**config.mk**
```make
export PLATFORM = sky130hd
export DESIGN_NAME = vecmac_job_ctrl
export DESIGN_NICKNAME = d
export VERILOG_FILES = /design/src/rtl/vecmac_job_ctrl.sv
export SDC_FILE = /design/constraint.sdc
export NUM_CORES = 1
export LEC_CHECK = 0
export CAP_MARGIN = 5
export CELL_PAD_IN_SITES_DETAIL_PLACEMENT = 0
export CELL_PAD_IN_SITES_GLOBAL_PLACEMENT = 1
export CORE_ASPECT_RATIO = 0.7
export CORE_MARGIN = 5
export CORE_UTILIZATION = 38
export CTS_CLUSTER_DIAMETER = 40
export DETAILED_ROUTE_END_ITERATION = 8
export GPL_TIMING_DRIVEN = 0
export PLACE_DENSITY_LB_ADDON = 0.1
export SYNTH_ARGS = -nofsm -noshare
export SYNTH_HDL_FRONTEND = slang
export SYNTH_SLANG_ARGS = --single-unit
```
**constraint.sdc**
```tcl
create_clock -name i_clk -period 4 [get_ports i_clk]
set_clock_uncertainty 0.15 [all_clocks]
set_input_delay 0.8 -clock i_clk [delete_from_list [all_inputs] [get_ports i_clk]]
set_output_delay 0.8 -clock i_clk [all_outputs]
set_load 0.01 [all_outputs]
```
**src/rtl/vecmac_job_ctrl.sv**
```systemverilog
// Job sequencer for the INT8 vector-MAC path: issues one operand read per beat,
// realigns accumulator strobes to the read latency and returns the result on a valid/ready port.
module vecmac_job_ctrl #(
    parameter int LANES     = 4,
    parameter int MAX_ELEMS = 1000,
    parameter int ADDR_W    = 10,
    parameter int RD_LAT    = 2,
    parameter int W_ACC     = 28,
    parameter int TIMEOUT   = 64,
    localparam int LEN_W    = $clog2(MAX_ELEMS + 1)
) (
    input  logic              i_clk,
    input  logic              i_rst,
    input  logic              i_cmd_valid,
    output logic              o_cmd_ready,
    input  logic [LEN_W-1:0]  i_cmd_len,
    input  logic [ADDR_W-1:0] i_cmd_base,
    output logic              o_rd_en,
    output logic [ADDR_W-1:0] o_rd_addr,
    output logic              o_acc_clr,
    output logic              o_acc_in_valid,
    output logic              o_acc_last,
    output logic [LANES-1:0]  o_lane_mask,
    input  logic              i_acc_result_valid,
    input  logic [W_ACC-1:0]  i_acc_result,
    output logic              o_res_valid,
    input  logic              i_res_ready,
    output logic [W_ACC-1:0]  o_res_sum,
    output logic              o_res_err,
    output logic              o_busy
);

    localparam int TO_W = $clog2(TIMEOUT + 1);

    typedef enum logic [2:0] {
        S_IDLE     = 3'd0,
        S_ISSUE    = 3'd1,
        S_DRAIN    = 3'd2,
        S_WAIT_ACC = 3'd3,
        S_HOLD     = 3'd4
    } state_t;

    state_t             r_state;
    logic [LEN_W-1:0]   r_len;
    logic [LEN_W-1:0]   r_beats_left;
    logic [ADDR_W-1:0]  r_addr;
    logic [TO_W-1:0]    r_to_cnt;
    logic               r_cmd_ready;
    logic               r_busy;
    logic               r_acc_clr;
    logic               r_rd_en;
    logic               r_rd_last;
    logic [LANES-1:0]   r_rd_mask;
    logic [ADDR_W-1:0]  r_rd_addr;
    logic               r_res_valid;
    logic               r_res_err;
    logic [W_ACC-1:0]   r_res_sum;
    logic [RD_LAT-1:0]  r_pv;
    logic [RD_LAT-1:0]  r_pl;
    logic [LANES-1:0]   r_pm [RD_LAT];

    logic [LEN_W:0]     w_len_pad;
    logic [LEN_W-1:0]   w_beats;
    logic [LEN_W-1:0]   w_rem;
    logic [LANES-1:0]   w_last_mask;
    logic               w_pipe_pending;

    assign w_len_pad = {1'b0, i_cmd_len} + (LEN_W+1)'(LANES - 1);
    assign w_beats   = LEN_W'(w_len_pad / (LEN_W+1)'(LANES));
    assign w_rem     = r_len % LEN_W'(LANES);

    always_comb begin
        w_last_mask = '0;
        for (int i = 0; i < LANES; i++) begin
            w_last_mask[i] = (w_rem == '0) || (LEN_W'(i) < w_rem);
        end
    end

    // The output stage is excluded: it empties on the same edge DRAIN hands over.
    always_comb begin
        w_pipe_pending = r_rd_en;
        for (int k = 0; k < RD_LAT - 1; k++) begin
            w_pipe_pending = w_pipe_pending | r_pv[k];
        end
    end

    always_ff @(posedge i_clk or posedge i_rst) begin
        if (i_rst) begin
            r_pv <= '0;
            r_pl <= '0;
            for (int k = 0; k < RD_LAT; k++) r_pm[k] <= '0;
        end else begin
            for (int k = RD_LAT - 1; k > 0; k--) begin
                r_pv[k] <= r_pv[k-1];
                r_pl[k] <= r_pl[k-1];
                r_pm[k] <= r_pm[k-1];
            end
            r_pv[0] <= r_rd_en;
            r_pl[0] <= r_rd_last;
            r_pm[0] <= r_rd_mask;
        end
    end

    always_ff @(posedge i_clk or posedge i_rst) begin
        if (i_rst) begin
            r_state      <= S_IDLE;
            r_len        <= '0;
            r_beats_left <= '0;
            r_addr       <= '0;
            r_to_cnt     <= '0;
            r_cmd_ready  <= 1'b1;
            r_busy       <= 1'b0;
            r_acc_clr    <= 1'b0;
            r_rd_en      <= 1'b0;
            r_rd_last    <= 1'b0;
            r_rd_mask    <= '0;
            r_rd_addr    <= '0;
            r_res_valid  <= 1'b0;
            r_res_err    <= 1'b0;
            r_res_sum    <= '0;
        end else begin
            r_acc_clr <= 1'b0;
            r_rd_en   <= 1'b0;
            r_rd_last <= 1'b0;
            r_rd_mask <= '0;
            case (r_state)
                S_IDLE: begin
                    if (i_cmd_valid) begin
                        r_cmd_ready <= 1'b0;
                        r_busy      <= 1'b1;
                        r_len       <= i_cmd_len;
                        r_addr      <= i_cmd_base;
                        if (i_cmd_len == '0 || i_cmd_len > LEN_W'(MAX_ELEMS)) begin
                            r_state     <= S_HOLD;
                            r_res_valid <= 1'b1;
                            r_res_err   <= 1'b1;
                            r_res_sum   <= '0;
                        end else begin
                            r_state      <= S_ISSUE;
                            r_acc_clr    <= 1'b1;
                            r_beats_left <= w_beats;
                        end
                    end
                end
                S_ISSUE: begin
                    r_rd_en      <= 1'b1;
                    r_rd_addr    <= r_addr;
                    r_addr       <= r_addr + 1'b1;
                    r_beats_left <= r_beats_left - 1'b1;
                    if (r_beats_left == LEN_W'(1)) begin
                        r_rd_last <= 1'b1;
                        r_rd_mask <= w_last_mask;
                        r_state   <= S_DRAIN;
                    end else begin
                        r_rd_mask <= '1;
                    end
                end
                S_DRAIN: begin
                    if (!w_pipe_pending) begin
                        r_state  <= S_WAIT_ACC;
                        r_to_cnt <= TO_W'(TIMEOUT - 1);
                    end
                end
                S_WAIT_ACC: begin
                    if (i_acc_result_valid) begin
                        r_state     <= S_HOLD;
                        r_res_valid <= 1'b1;
                        r_res_err   <= 1'b0;
                        r_res_sum   <= i_acc_result;
                    end else if (r_to_cnt == '0) begin
                        r_state     <= S_HOLD;
                        r_res_valid <= 1'b1;
                        r_res_err   <= 1'b1;
                        r_res_sum   <= '0;
                    end else begin
                        r_to_cnt <= r_to_cnt - 1'b1;
                    end
                end
                S_HOLD: begin
                    if (i_res_ready) begin
                        r_state     <= S_IDLE;
                        r_res_valid <= 1'b0;
                        r_res_err   <= 1'b0;
                        r_res_sum   <= '0;
                        r_cmd_ready <= 1'b1;
                        r_busy      <= 1'b0;
                    end
                end
                default: r_state <= S_IDLE;
            endcase
        end
    end

    assign o_cmd_ready    = r_cmd_ready;
    assign o_busy         = r_busy;
    assign o_acc_clr      = r_acc_clr;
    assign o_rd_en        = r_rd_en;
    assign o_rd_addr      = r_rd_addr;
    assign o_acc_in_valid = r_pv[RD_LAT-1];
    assign o_acc_last     = r_pl[RD_LAT-1];
    assign o_lane_mask    = r_pm[RD_LAT-1];
    assign o_res_valid    = r_res_valid;
    assign o_res_err      = r_res_err;
    assign o_res_sum      = r_res_sum;

endmodule

```
After elaboration in Yosys (flattened, before gate mapping)
Index checks and enable logic that the tools add are counted.
{"block": "word_totals", "ff_bits": 93, "input_bits": 53, "output_inout_bits": 50, "wordCells": 107}
{"block": "op_classes", "add_sub_neg": 4, "order_cmp": 5, "eq_ne": 14, "mux": 44, "bitwise_logic": 1, "reduce_logical": 20}
{"op": "$mux W28", "count": 5}
{"op": "$pmux W28 S3", "count": 1}
{"op": "$pmux W10 S2", "count": 2}
{"op": "$mux W10", "count": 3}
{"op": "$mux W3", "count": 7}
{"op": "$mux W7", "count": 3}
{"op": "$logic_not A10 Y1", "count": 2}
{"op": "$ne A2 B2 Y1 const B", "count": 8}
{"op": "$mux W1", "count": 15}
{"op": "$pmux W3 S5", "count": 1}
{"op": "$pmux W7 S2", "count": 1}
{"op": "$add A10 B2 Y11 const B", "count": 1}
{"op": "$add A10 B1 Y10 const B", "count": 1}
{"op": "$eq A10 B1 Y1 const B", "count": 1}
{"op": "$gt A10 B10 Y1 const B", "count": 1}
{"op": "$reduce_and A5 Y1", "count": 2}
{"op": "$sub A10 B1 Y10 const B", "count": 1}
{"op": "$mux W4", "count": 2}
{"op": "$logic_not A7 Y1", "count": 1}
{"op": "$sub A7 B1 Y7 const B", "count": 1}
{"op": "$eq A3 B2 Y1 const B", "count": 2}
{"op": "$pmux W1 S3", "count": 2}
{"op": "$reduce_and A3 Y1", "count": 2}
{"op": "$reduce_bool A2 Y1", "count": 3}
{"op": "12 further kinds", "count": 20}

Depth between registers and ports, before layout
Gate-level depths: netlist of the first run.
{"block": "logic_depth", "word_depth": 5, "depth_mapped": 8, "depth_no_buf": 7}

Worst setup path before layout of the first run
OpenSTA, ideal clock, no wires.
{"block": "synth_path", "kind": "input to register", "startpoint": "input i_cmd_len[1]", "endpoint": "register r_res_err (netlist: o_res_err)", "setup_ns": 0.128, "arrival_ns": 1.957, "t_required_ns": 3.722, "slack_ns": 1.765, "cell_stages": 4, "n_path_buf": 0, "path_cell_list": "nor4_4 o31ai_2 o32ai_4 mux2_1"}
{"block": "synth_between", "elab_chain_len": 4}
{"element": "start, declared", "line_no": "16", "source": "input logic [LEN_W-1:0] i_cmd_len,"}
{"element": "$gt A10 B10 Y1 or $logic_not A10 Y1 (tied branches)", "line_no": "133", "source": "if (i_cmd_len == '0 || i_cmd_len > LEN_W'(MAX_ELEMS)) begin"}
{"element": "$logic_or A1 B1 Y1 (*)", "line_no": "133"}
{"element": "$ne A2 B2 Y1 (no line) (*)"}
{"element": "$reduce_and A5 Y1 (no line) (*)"}
{"element": "end signal, assigned", "line_no": "136", "source": "r_res_err <= 1'b1;"}
{"element": "end signal, assigned", "line_no": "168", "source": "r_res_err <= 1'b0;"}
{"element": "end signal, assigned", "line_no": "173", "source": "r_res_err <= 1'b1;"}
{"element": "end, declared", "line_no": "56", "source": "logic r_res_err;"}
Every way passes the cells marked *; elsewhere a longest branch is shown, timed or not.
A chain may end at the register's enable or synchronous reset.

Final worst setup path of the first run
{"block": "layout_path", "startpoint": "input i_cmd_len[5]", "endpoint": "register r_res_sum[15] (netlist: o_res_sum[15])"}
{"block": "layout_between", "elab_chain_len": 4}
{"element": "$gt A10 B10 Y1 or $logic_not A10 Y1 (tied branches)", "line_no": "133"}
{"element": "$logic_or A1 B1 Y1 (*)", "line_no": "133"}
{"element": "$ne A2 B2 Y1 (no line) (*)"}
{"element": "$reduce_and A5 Y1 (no line) (*)"}
{"element": "end signal, assigned", "line_no": "169", "source": "r_res_sum <= i_acc_result;"}
{"element": "end, declared", "line_no": "57", "source": "logic [W_ACC-1:0] r_res_sum;"}
Marks and branches as above.

==> results of run 1 <==
power by group through the flow:
stage          Sequential [µW]  Combinational [µW]  Clock, µW
2_1_floorplan             1390                 895          0
3_3_place_gp              1390                1440          0
3_5_place_dp              1400                1470          0
4_1_cts                   1390                1470        856
5_1_grt                   1430                1630        897
6_report                  1390                1450        830
through the flow:
| stage | cells | utilization, % | total power, µW | hold WS (ns) |
|---|---|---|---|---|
| after global routing | 645 | 53.8 | 3960 | 0.207 |
| after global placement | 628 | 50.6 | 2840 | 0.183 |
| after floorplan | 395 | - | 2290 | 0.181 |
| after CTS | 645 | 53.8 | 3720 | 0.202 |
| final | 645 | 53.8 | 3670 | 0.199 |
| after detailed placement | 629 | 50.9 | 2870 | 0.187 |
how the worst max path moves through the flow:
| stage | slack [ns] | cells past startpoint | start | to |
|---|---|---|---|---|
| 6_report | 1.27 | 6 | i_cmd_len[5] | o_res_sum[15]$_DFFE_PP0P_ |
| 4_1_cts | 1.29 | 6 | i_cmd_len[4] | o_res_sum[15]$_DFFE_PP0P_ |
| 2_1_floorplan | 0.72 | 1 | i_rst | o_acc_clr$_DFF_PP0_ |
| 5_1_grt | 1.20 | 6 | i_cmd_len[4] | o_res_sum[23]$_DFFE_PP0P_ |
| 3_3_place_gp | -0.79 | 2 | i_rst | o_acc_clr$_DFF_PP0_ |
| 3_5_place_dp | 0.94 | 6 | i_cmd_len[5] | o_res_sum[15]$_DFFE_PP0P_ |
cell type report:
cell class              instances  area, µm²
inverters                      15       58.8
well taps                     132        165
repair buffers                102       1040
fillers                       976       4840
plain buffers                  25        144
multi-input cells             265       1670
clock buffers                  13        280
clock inverters                 3       21.3
flip-flops and latches         90       2250
cells by family (layout without fill, tap and decap cells):
| kind of cell | after synthesis | count (layout) | synth area share (%) |
|---|---|---|---|
| AO/OA/AOI/OAI | 114 | 114 | 19.3 |
| XOR/XNOR | 10 | 10 | 2.12 |
| adder cells (fa/ha/maj) | 7 | 7 | 2.12 |
| buffers and inverters | 40 | 158 | 4.85 |
| flip-flops | 90 | 90 | 54.6 |
| multiplexers | 7 | 7 | 1.79 |
| AND/OR/NAND/NOR | 127 | 127 | 15.2 |
sequential cells by signal, summed over array words and instances (netlist names), 3 cells and up:
name and count:
o_lane_mask 3, r_addr 10, r_state 3, o_res_sum 28, o_rd_addr 10, r_beats_left 10, r_pm 4, r_rd_mask 3
r_to_cnt 7
worst max-delay path, stage by stage:
cell and delay (ns):
clkdlybuf4s50_1 0.58, nand4_1 0.22, o31ai_2 0.58, o32ai_4 0.19
buf_6 0.18, a22o_1 0.23
placed cells by master (no fill, tap or decap), drive strengths merged, types with 3 or more instances in the layout:
| cell | instances |
|---|---|
| and3 | 9 |
| xor2 | 5 |
| xnor2 | 5 |
| ha | 7 |
| nand3 | 13 |
| o21ai | 27 |
| mux2 | 3 |
| nor2 | 22 |
| mux2i | 4 |
| dfrtp | 89 |
| inv | 14 |
| o31ai | 3 |
| a21oi | 25 |
| o22ai | 11 |
| a22o | 30 |
| nand3b | 3 |
| clkdlybuf4s50 | 101 |
| clkbuf | 22 |
| nor3 | 8 |
| nand2 | 52 |
| nand4 | 4 |
| nor4 | 4 |
| clkinv | 3 |
| buf | 17 |
| or3 | 3 |
routing by layer:
metal,track usage (%),vias up,part of all wire [%]
met5,0,-,0
met4,3.52,0,0.56
met3,4.19,6,5.8
met2,24.0,94,43
met1,25.4,1634,51
li1,-,1644,-
==> out/qor.yml, run 1 <==
ys_warn_count: 0
drt_pass1_iterations: 4
fin_area_um2: 5630
power_density_nw_per_um2: 651
power_switching_uw: 1340
regToRegSetupSlack_ns: 1.85
finalHoldViolCount: 0
critPathKind: "in -> reg"
postRouteAntennaNets: 0
drv_cap: 0
min_path_type: "reg -> reg"
htree_levels: 3
placed_cell_area_um2: 5330
cts_buffers: 9
antennaDiodeCount: 0
cts-root-buf: "clkbuf_16"
power_frac_comb_pct: 39.6
status: "completed"
vias: 3378
postSynth.asyncResetShare_pct: 100
end_kind: "flop"
fin_crit_sh_pct: 68.2
fin_tns_setup_ns: 0
yosysTopAreaCell: "dfrtp_1"
ios: 103
seq_power_share_pct: 37.8
worstReg2RegStart: "r_state[0]$_DFFE_PP0P_"
synthDistinctLibCells: 57
place_congestion: 0.784
die_x_um: 135
drc: 0
vias_per_cell: 5.24
postCtsHoldBufs: 0
path_max_fanout: 10
postCtsSetupBuffers: 0
yosysSeqAreaShare_pct: 54.6
synth.area.top_cells: "dfrtp_1 54%, a22o_1 6.4%, nand2_1 4.7%"
rsz0062_at_grt: "false"
cts_tree: "built"
avgSynthCellArea_um2: 10.4
synth_nets: 455
drt_iter0_markers: 188
synth_flop_cell: "dfrtp_1"
critPathLaunchType: "input port"
start_util_pct: 39.4
grt-ovfl-total: 0
numPortBuffers: 101
max_freq_ghz: 0.367
setup_slack_ns: 1.27
die_height_um: 97.2
r2r_end: "o_res_sum[3]$_DFFE_PP0P_"
worstHoldEndpoint: "r_pl[1]$_DFF_PP0_"
syn_inst: 395
syn_area_um2: 4120
swShare_pct: 36.5
path_clk_slew_ns: 0.06
grt_pass1_wl_mm: 17.7
rr_worst_depth: 6
finalCriticalPeriod_ns: 2.73
synth_edf_count: 0
cts-resized-gates: 0
synth_top_cell_area_share_pct: 54.0
antenna_found_initial: 0
post-place-ws_ns: 0.936
grt_pass1_vias: 3291
ys_seq_elements: 90
grt_max_degree: 57
area_growth_pct: 36.6
clkLatencyLatePin_ns: 0.33
cp.required_ns: 4.07
rows: 31
synth_top_cells_by_count: "89 x dfrtp_1, 52 x nand2_1, 30 x a22o_1, 25 x a21oi_1"
grt_usage_pct: 16.7
worst_pin_slew_ns: 0.639
nets: 568
slew_headroom_pct: 57.2
die-area_um2: 13100
slew_violations: 0
core-area_um2: 10500
routed_wl_mm: 10.6
routedWlPerCell_um: 16.4
p_leak_uw: 0.00247
setup_viol: 0
clockBufferDepth: 2
synth_most_common_cell: "dfrtp_1"
hpwl_mm: 7.81
holdPathStages: 0
clock-sinks: 90
hp-start: "r_pl[0]$_DFF_PP0_"
peakVddDrop_v: 0.000311
p_clk_share_pct: 22.6
crit_arrival_ns: 2.79
internal_power_uw: 2330
drive_above_1_share_pct: 8.97
No activity file was read; power rests on OpenSTA's default activity.
==> run 2, diff against run 1 <==
==> constraint.sdc (replaced) <==
create_clock -name i_clk -period 2.8 [get_ports i_clk]
set_clock_uncertainty 0.15 [all_clocks]
set_input_delay 0.56 -clock i_clk [delete_from_list [all_inputs] [get_ports i_clk]]
set_output_delay 0.56 -clock i_clk [all_outputs]
set_load 0.01 [all_outputs]
==> run 2 against run 1 <==
Via count shrank 1.0%. Hold slack lost 0.0035 ns. Combinational power grew 43%. Flip-flop and latch count is the same. Sequential share of layout area shrank 0.35 points. Critical path depth is the same. Total power grew 48%. Core utilization grew 0.48 points. Critical path type unchanged. Critical endpoint is now o_res_sum[25]$_DFFE_PP0P_.
==> out/qor.yml, run 2 (synthesis results as in run 1) <==
worst_pin_slew_ns: 0.636  # -0.00288 ns
regToRegSetupSlack_ns: 0.67  # -1.18 ns
post-place-ws_ns: -0.0136  # -0.949 ns
vias_per_cell: 5.17  # -1.2%
setup_viol: 0  # unchanged
finalCriticalPeriod_ns: 2.50
postRouteAntennaNets: 0  # unchanged
critPathKind: "in -> reg"
vias: 3343  # -1.0%
core-area_um2: 10500  # unchanged
antenna_found_initial: 0  # unchanged
finalHoldViolCount: 0  # unchanged
rows: 31  # unchanged
critPathLaunchType: "input port"
routed_wl_mm: 10.6  # +0.60%
slowest_stage: "o31ai_2"
slew_headroom_pct: 57.4  # +0.19 points
largest_reg_flops: 28  # unchanged
power_density_nw_per_um2: 953  # +46%
max_freq_ghz: 0.401
postCtsSetupBuffers: 0  # unchanged
cts-resized-gates: 0  # unchanged
peakVddDrop_v: 0.000371  # +19%
clockBufferDepth: 2  # unchanged
postCtsHoldBufs: 0  # unchanged
die_height_um: 97.2  # unchanged
hpwl_mm: 7.90  # +1.2%
ios: 103  # unchanged
drt_iter0_markers: 136  # -28%
cts_buffers: 9  # unchanged
htree_levels: 3  # unchanged
cts_tree: "built"
clock-sinks: 90  # unchanged
cp.required_ns: 2.88  # -1.19 ns
area_growth_pct: 37.8
start_util_pct: 39.4  # unchanged
drc: 0  # unchanged
numPortBuffers: 101  # unchanged
setup_slack_ns: 0.305  # -0.969 ns
path_clk_slew_ns: 0.07  # about the same
grt_pass1_wl_mm: 18.0  # +1.9%
p_leak_uw: 0.00249  # +0.66%
final_cell_mix: "101 x clkdlybuf4s50_1, 89 x dfrtp_1, 52 x nand2_1"
nFillCells: 913  # -6.5%
place_congestion: 0.777  # -0.93%
rsz0062_at_grt: "false"
nets: 569  # +0.18%
path_max_fanout: 10  # unchanged
clkLatencyLatePin_ns: 0.34  # about the same
fin_crit_sh_pct: 89.1
die_x_um: 135  # unchanged
status: "completed"
grt-ovfl-total: 0  # unchanged
die-area_um2: 13100  # unchanged
routedWlPerCell_um: 16.4  # +0.44%
grt_pass1_vias: 3441  # +4.6%
cp_cell_sequence: "clkdlybuf4s50_1 -> o21ai_0 -> o31ai_2 -> o32ai_4 -> buf_6 -> a22o_1"
max_stage_delay_ns: 0.60  # +0.02 ns
grt_max_degree: 38  # -33%
layout_commonest_cell: "clkdlybuf4s50_1"
end_kind: "flop"
drv_cap: 0  # unchanged
drive_above_1_share_pct: 9.14  # +0.18 points
holdWs_ns: 0.196  # -0.00349 ns
cts-root-buf: "clkbuf_16"
antennaDiodeCount: 0  # unchanged
min_path_type: "reg -> reg"
slew_violations: 0  # unchanged
drt_pass1_iterations: 4  # unchanged
crit_arrival_ns: 2.58  # -0.21 ns
grt_usage_pct: 17.1  # +0.39 points
-- run 2: cell count changes in the layout (fill, tap and decap cells not counted) --
cell | previous run | this run
clkinv_2 | 1 | 0
clkbuf_8 | 4 | 2
clkinvlp_4 | 1 | 2
buf_16 | 1 | 0
inv_6 | 0 | 1
bufinv_16 | 0 | 2
inv_4 | 1 | 0
buf_12 | 0 | 2
-- run 2: final timing paths --
path | from | endpoint | depth (start not counted)
worst max-delay path | i_cmd_len[4] | o_res_sum[25]$_DFFE_PP0P_ | 6
worst min-delay path | r_pl[0]$_DFF_PP0_ | r_pl[1]$_DFF_PP0_ | 0
worst max register to register | r_state[2]$_DFFE_PP0P_ | r_len[1]$_DFFE_PP0P_ | 6
worst min register to register | r_pl[0]$_DFF_PP0_ | r_pl[1]$_DFF_PP0_ | 0
max in group asynchronous | i_rst | o_cmd_ready$_DFFE_PP1P_ | 3
min in group asynchronous | i_rst | r_state[2]$_DFFE_PP0P_ | 2
-- run 2: stage by stage --
stage	utilization (%)	area, µm²	setup TNS (ns)	power (µW)	instances
after floorplan	-	4130	0	3270	395
after global placement	50.6	5300	-0.557	4050	628
after detailed placement	51.0	5340	-0.120	4100	630
after CTS	54.3	5680	0	5460	646
after global routing	54.3	5680	0	5800	646
final	54.3	5680	0	5410	646
-- run 2: metal layers --
metal,vias to the layer above,wire length (µm),GRT usage (%)
li1,1644,-,-
met1,1605,5350,24.6
met2,85,4620,25.2
met3,9,535,4.55
met4,0,121,5.24
met5,-,0,0
-- run 2: power breakdown --
part	total [µW]	leakage [µW]	internal (µW)	switching [µW]
Combinational	2080	0.00122	938	1140
Clock	1350	0.000162	836	518
Sequential	1980	0.00111	1690	287
-- run 2: area by class of cell --
type / instances / area (µm²) / share of cell area, %
Buffer: 25 / 144 / 2.53
Clock inverter: 5 / 85.1 / 1.50
Timing Repair Buffer: 103 / 1050 / 18.5
Multi-Input combinational cell: 265 / 1670 / 29.4
Clock buffer: 11 / 253 / 4.45
Inverter: 15 / 60.1 / 1.06
Tap cell: 132 / 165 / 2.91
Sequential cell: 90 / 2250 / 39.7
-- run 2: critical path: cells and delay by family --
| kind | cells | cell delay (ns) |
|---|---|---|
| AO/OA/AOI/OAI | 4 | 1.24 |
| buffers and inverters | 2 | 0.76 |
==> run 3, diff against run 2 <==
==> constraint.sdc (replaced) <==
create_clock -name i_clk -period 2.7 [get_ports i_clk]
set_clock_uncertainty 0.15 [all_clocks]
set_input_delay 0.54 -clock i_clk [delete_from_list [all_inputs] [get_ports i_clk]]
set_output_delay 0.54 -clock i_clk [all_outputs]
set_load 0.01 [all_outputs]
==> results of run 3 <==
The final DEF is identical to that of run 2. Status: completed.
Main changes from that run: setup slack after placement -0.0136 ns -> -0.0936 ns; setup slack after layout 0.305 ns -> 0.225 ns; register-to-register setup slack 0.67 ns -> 0.57 ns; total power 5410 µW -> 5610 µW; worst IR drop on VDD 0.000371 V -> 0.000384 V
